--- src/rtl/cic_decimator.sv ---
// -----------------------------------------------------------------------------
// cic_decimator
//   Complex (I/Q) N-stage CIC decimator with runtime power-of-two rate
//   R = 2^dec_log2 (clamped to RMAX_LOG2). The CIC gain R^N = 2^(N*dec_log2)
//   is removed exactly by an arithmetic right shift, so the DC gain is 1.
//   Result is saturated to DSZ bits and presented with a one-cycle out_valid.
//
//   Build option: define CIC_ROUND_EN to round half-up before the gain shift.
//   Without it the shift truncates toward minus infinity.
//
// Ports
//   clk        clock
//   reset      synchronous, active-low reset
//   dec_log2   decimation log2 (values above RMAX_LOG2 are clamped)
//   in_valid   input sample strobe (may be high every cycle)
//   in_i/in_q  signed DSZ-bit input sample
//   out_valid  one-cycle pulse per decimated output
//   out_i/out_q signed DSZ-bit output, held between strobes
// -----------------------------------------------------------------------------
module cic_decimator #(
  parameter int DSZ       = 16,
  parameter int N         = 3,
  parameter int RMAX_LOG2 = 6
) (
  input  logic                  clk,
  input  logic                  reset,
  input  logic [2:0]            dec_log2,
  input  logic                  in_valid,
  input  logic signed [DSZ-1:0] in_i,
  input  logic signed [DSZ-1:0] in_q,
  output logic                  out_valid,
  output logic signed [DSZ-1:0] out_i,
  output logic signed [DSZ-1:0] out_q
);

  localparam int         ASZ    = DSZ + N * RMAX_LOG2;
  localparam int         CW     = (RMAX_LOG2 > 0) ? RMAX_LOG2 : 1;
  localparam logic [2:0] RMAX_L = 3'(RMAX_LOG2);

  // Remove the CIC gain 2^s. One guard bit keeps the rounding add from
  // wrapping the most positive accumulator value.
  function automatic logic signed [ASZ:0] scale(input logic signed [ASZ-1:0] v,
                                                input int s);
    logic signed [ASZ:0] ext;
    ext = {v[ASZ-1], v};
`ifdef CIC_ROUND_EN
    if (s > 0) ext = ext + ((ASZ+1)'(1) <<< (s - 1));
`endif
    return ext >>> s;
  endfunction

  // Clip to DSZ bits: value fits when all bits above the DSZ sign bit agree.
  function automatic logic signed [DSZ-1:0] sat(input logic signed [ASZ:0] v);
    if ((&v[ASZ:DSZ-1]) || !(|v[ASZ:DSZ-1])) return v[DSZ-1:0];
    return v[ASZ] ? {1'b1, {(DSZ-1){1'b0}}} : {1'b0, {(DSZ-1){1'b1}}};
  endfunction

  logic [2:0]    rate_new;
  logic [2:0]    rate_q;
  logic          flush;
  logic [CW-1:0] cnt;
  logic [CW-1:0] cnt_last;
  int            shift_s;

  logic signed [ASZ-1:0] integ_i_p0 [N];
  logic signed [ASZ-1:0] integ_q_p0 [N];
  logic                  vld_p1;
  logic signed [ASZ-1:0] comb_i_p2 [N];
  logic signed [ASZ-1:0] comb_q_p2 [N];
  logic signed [ASZ-1:0] prev_i_p2 [N];
  logic signed [ASZ-1:0] prev_q_p2 [N];
  logic [N-1:0]          vld_p2;

  assign rate_new = (dec_log2 > RMAX_L) ? RMAX_L : dec_log2;
  assign flush    = (rate_new != rate_q);
  assign cnt_last = CW'((32'd1 << rate_q) - 32'd1);
  assign shift_s  = N * int'(rate_q);

  // rate_q simply tracks the clamped request; a mismatch is the flush cycle,
  // and reset latches the request on the same edge.
  always_ff @(posedge clk) begin
    rate_q <= rate_new;
  end

  // Stage p0: integrators (sample-rate) and decimation counter
  always_ff @(posedge clk) begin
    if (!reset || flush) begin
      for (int k = 0; k < N; k++) begin
        integ_i_p0[k] <= '0;
        integ_q_p0[k] <= '0;
      end
      cnt    <= '0;
      vld_p1 <= 1'b0;
    end else begin
      vld_p1 <= in_valid && (cnt == cnt_last);
      if (in_valid) begin
        integ_i_p0[0] <= integ_i_p0[0] + ASZ'(in_i);
        integ_q_p0[0] <= integ_q_p0[0] + ASZ'(in_q);
        for (int k = 1; k < N; k++) begin
          integ_i_p0[k] <= integ_i_p0[k] + integ_i_p0[k-1];
          integ_q_p0[k] <= integ_q_p0[k] + integ_q_p0[k-1];
        end
        cnt <= (cnt == cnt_last) ? '0 : cnt + 1'b1;
      end
    end
  end

  // Stage p1 -> p2: comb chain, each stage advancing on its own valid bit
  always_ff @(posedge clk) begin
    if (!reset || flush) begin
      for (int k = 0; k < N; k++) begin
        comb_i_p2[k] <= '0;
        comb_q_p2[k] <= '0;
        prev_i_p2[k] <= '0;
        prev_q_p2[k] <= '0;
      end
      vld_p2 <= '0;
    end else begin
      vld_p2[0] <= vld_p1;
      if (vld_p1) begin
        comb_i_p2[0] <= integ_i_p0[N-1] - prev_i_p2[0];
        comb_q_p2[0] <= integ_q_p0[N-1] - prev_q_p2[0];
        prev_i_p2[0] <= integ_i_p0[N-1];
        prev_q_p2[0] <= integ_q_p0[N-1];
      end
      for (int k = 1; k < N; k++) begin
        vld_p2[k] <= vld_p2[k-1];
        if (vld_p2[k-1]) begin
          comb_i_p2[k] <= comb_i_p2[k-1] - prev_i_p2[k];
          comb_q_p2[k] <= comb_q_p2[k-1] - prev_q_p2[k];
          prev_i_p2[k] <= comb_i_p2[k-1];
          prev_q_p2[k] <= comb_q_p2[k-1];
        end
      end
    end
  end

  // Output stage: gain removal, saturation, register (holds between strobes)
  always_ff @(posedge clk) begin
    if (!reset) begin
      out_valid <= 1'b0;
      out_i     <= '0;
      out_q     <= '0;
    end else begin
      out_valid <= vld_p2[N-1] && !flush;
      if (vld_p2[N-1] && !flush) begin
        out_i <= sat(scale(comb_i_p2[N-1], shift_s));
        out_q <= sat(scale(comb_q_p2[N-1], shift_s));
      end
    end
  end

endmodule

--- config.mk ---
export PLATFORM = sky130hd
export DESIGN_NAME = cic_decimator
export DESIGN_NICKNAME = d
export VERILOG_FILES = /design/src/rtl/cic_decimator.sv
export SDC_FILE = /design/constraint.sdc
export NUM_CORES = 2
export LEC_CHECK = 0
export BUFFER_PORTS_ARGS = -buffer_cell sky130_fd_sc_hd__buf_4
export CORE_MARGIN = 5
export CORE_UTILIZATION = 40
export CTS_BUF_LIST = sky130_fd_sc_hd__clkbuf_4 sky130_fd_sc_hd__clkbuf_8
export DETAILED_ROUTE_END_ITERATION = 16
export GPL_TIMING_DRIVEN = 0
export PLACE_DENSITY = 0.55
export SLEW_MARGIN = 0
export SYNTH_ARGS = -nofsm -noshare
export SYNTH_HDL_FRONTEND = slang
export SYNTH_SLANG_ARGS = --single-unit
--- constraint.sdc ---
create_clock -name clk -period 12.9 [get_ports clk]
set_input_delay 1.29 -clock clk [delete_from_list [all_inputs] [get_ports clk]]
set_output_delay 1.29 -clock clk [all_outputs]
set_load 0.02 [all_outputs]
==> results.json <==
{
  "drive_gt1_share_pct": 7.66,
  "clkLatencyLatePin_ns": 0.76,
  "root_buffer": "clkbuf_8",
  "cts_tree": "done",
  "async_flop_share_pct": 0,
  "cts.clk_slew.worst_paths_ns": 0.07,
  "syn_nets": 5209,
  "hp-start": "out_q[9]",
  "maxCapViolations": 0,
  "syn_inst": 4753,
  "syn_to_final_growth_pct": 11.0,
  "hold_viol_final": 0,
  "yosys_warnings": 0,
  "routedWlPerCell_um": 17.7,
  "finClkSkew_ns": 0.0584,
  "ff2ff_setup_slack_ns": 6.12,
  "grt_usage_pct": 18.6,
  "io_pins": 71,
  "tightest_slew_ns": 1.32,
  "cts_buffers": 116,
  "drtIter0Drc": 1957,
  "min_path_type": "reg -> reg",
  "cts_resized": 0,
  "ys_ff_latch": 658,
  "irDropWorstVdd_mv": 0.0769,
  "drc": 0,
  "grt_max_degree": 117,
  "rows": 125,
  "synth-edff-count": 612,
  "num-nets-final": 5403,
  "yosysUniqueCellTypes": 80,
  "layout_common_cells": "edfxtp_1 (612), nor2_1 (518), ha_1 (405)",
  "setup_viol": 0,
  "finish.utilization_pct": 44.5,
  "dieHeight_um": 351,
  "fillers": 11100,
  "cts_hold_buf": 0,
  "final_common_cell": "edfxtp_1",
  "h-tree-depth": 3,
  "wirelength_mm": 116,
  "avgSynthCellArea_um2": 9.77,
  "grt_pass1_vias": 33600,
  "whs_endpoint": "out_q[9]",
  "clock-sinks": 658,
  "fmaxAchievable_ghz": 0.148,
  "dr.pass1.iters": 5,
  "end_kind": "flip-flop",
  "crit_path_start_kind": "flip-flop",
  "gp_congestion": 0.934,
  "status": "completed",
  "slew_violations": 0,
  "core_area_um2": 116000,
  "timing.rr.start": "rate_q[0]",
  "hold_path_depth": 2,
  "hpwl_mm": 89.2,
  "synthFlopType": "edfxtp_1",
  "cp.arrival_ns": 7.37,
  "antenna_found_initial": 3,
  "vias": 34700,
  "die_w_um": 351,
  "p_per_area_nw_per_um2": 113,
  "ant_nets": 0,
  "critPathMaxFanout": 11,
  "numPortBuffers": 70,
  "die-area_um2": 123000,
  "grt_overflow": 0,
  "post_cts.repair.setup_buffers": 0,
  "path_class": "reg -> reg",
  "ys_seq_area_share_pct": 41.6,
  "finalCritPeriodShare_pct": 52.5,
  "setup_tns_ns": 0,
  "p_leak_nw": 22.0,
  "rr_endpoint": "out_i[10]",
  "floorplan.initialDensity_pct": 40.1,
  "synth.cell_area_um2": 46400,
  "worstPathRequired_ns": 13.50,
  "fin_crit_ns": 6.78,
  "grt_setup_unrepaired": "no",
  "grt_first_pass_wirelength_mm": 184,
  "total_power_mw": 5.81,
  "clockBufferDepth": 3,
  "worstRegToRegCells": 21,
  "vias_per_cell": 5.29,
  "relSlewSlack_pct": 12.2
}
[power breakdown]
| part | total (mW) | switching [mW] | internal, mW |
|---|---|---|---|
| Sequential | 2.44 | 0.0486 | 2.39 |
| Clock | 2.12 | 0.912 | 1.21 |
| Combinational | 1.24 | 0.732 | 0.513 |
[synthesized netlist by cell type (all sizes together) (52+ instances only)]
cell type  count  area share [%]
a211oi        66             1.1
a21o         153             2.5
a21oi        358             3.9
and2         235             3.2
clkbuf       113            0.91
edfxtp       612              40
ha           405              11
inv          311             2.5
mux2i         64             1.4
nand2        278             2.2
nand2b        73            0.98
nand3         77            0.83
nor2         519             4.2
nor2b         52            0.70
nor3         112             1.2
o21a          77             1.2
o21ai        250             2.7
xnor2        157             3.0
xor2         143             2.7
[layer usage]
layer  global-route usage (%)  part of all wire [%]  vias to the layer above
li1                         -                     -                    17800
met1                     24.3                    46                    16000
met2                     31.9                    47                      663
met3                     2.38                   3.7                      212
met4                     6.35                   3.0                        0
met5                        0                     0                        -
[state kept, by name, summed over array words and instances (netlist names)]
| signal | cells |
|---|---|
| integ_i_p0 | 102 |
| integ_q_p0 | 102 |
| comb_q_p2 | 102 |
| rate_q | 3 |
| prev_i_p2 | 102 |
| out_q | 16 |
| out_i | 16 |
| comb_i_p2 | 102 |
| out_valid | 1 |
| cnt | 6 |
| prev_q_p2 | 102 |
| vld_p2 | 3 |
| vld_p1 | 1 |
[worst max path at each step]
stage / from / end / slack [ns] / cells after the start
global route: rate_q[0] / out_i[10] / 5.80 / 21
CTS: rate_q[0] / out_i[10] / 6.12 / 21
floorplan: dec_log2[2] / integ_i_p0[0][0] / 6.40 / 7
detailed placement: rate_q[0] / out_i[10] / 6.19 / 21
global placement: rate_q[0] / integ_i_p0[0][17] / 3.95 / 8
finish: rate_q[0] / out_i[10] / 6.12 / 21
[cell families (layout without fill, tap and decap cells)]
kind of cell             count (synthesis)  count (layout)  synth area share, %
AND/OR/NAND/NOR                       1539            1539                 16.2
adder cells (fa/ha/maj)                418             418                 11.5
XOR/XNOR                               300             300                 5.68
AO/OA/AOI/OAI                         1243            1243                 17.2
multiplexers                           132             132                 3.94
flip-flops                             658             658                 41.6
buffers and inverters                  463             749                 3.94
other                                    0               2                    0
[stage by stage]
stage	setup WS [ns]	instance area (µm²)	hold WS [ns]	std cells
4_1_cts	6.12	51500	0.470	6563
5_1_grt	5.80	51500	0.499	6565
3_3_place_gp	3.95	48900	0.447	6347
3_5_place_dp	6.19	49000	0.456	6353
6_report	6.12	51500	0.469	6565
2_1_floorplan	6.40	46400	0.474	4753
[worst max-delay path, cell delays in order (launching register included)]
cell       delay, ns
dfxtp_1         0.34
buf_2           0.21
inv_1           0.10
buf_2           0.31
clkbuf_1        0.55
clkbuf_1        0.57
buf_1           0.53
ha_1            0.25
buf_6           0.16
buf_6           0.21
buf_6           0.23
buf_6           0.21
buf_2           0.29
mux2_2          0.45
nor2_1          0.11
a21oi_1         0.12
a2111oi_0       0.54
nand3_1         0.15
o311a_1         0.37
buf_6           0.15
a2111oi_0       0.62
nor3_1          0.10
[layout make-up]
type	count	area [µm²]	area share, %
Sequential cell	658	19300	37.4
Tap cell	1524	1910	3.70
Multi-Input combinational cell	3632	25300	49.1
Buffer	152	661	1.28
Inverter	311	1170	2.28
Timing Repair Buffer	76	683	1.33
Clock buffer	142	1820	3.52
Antenna cell	2	5.00	0.00971
Clock inverter	68	684	1.33
No activity file was read; power rests on OpenSTA's default activity.
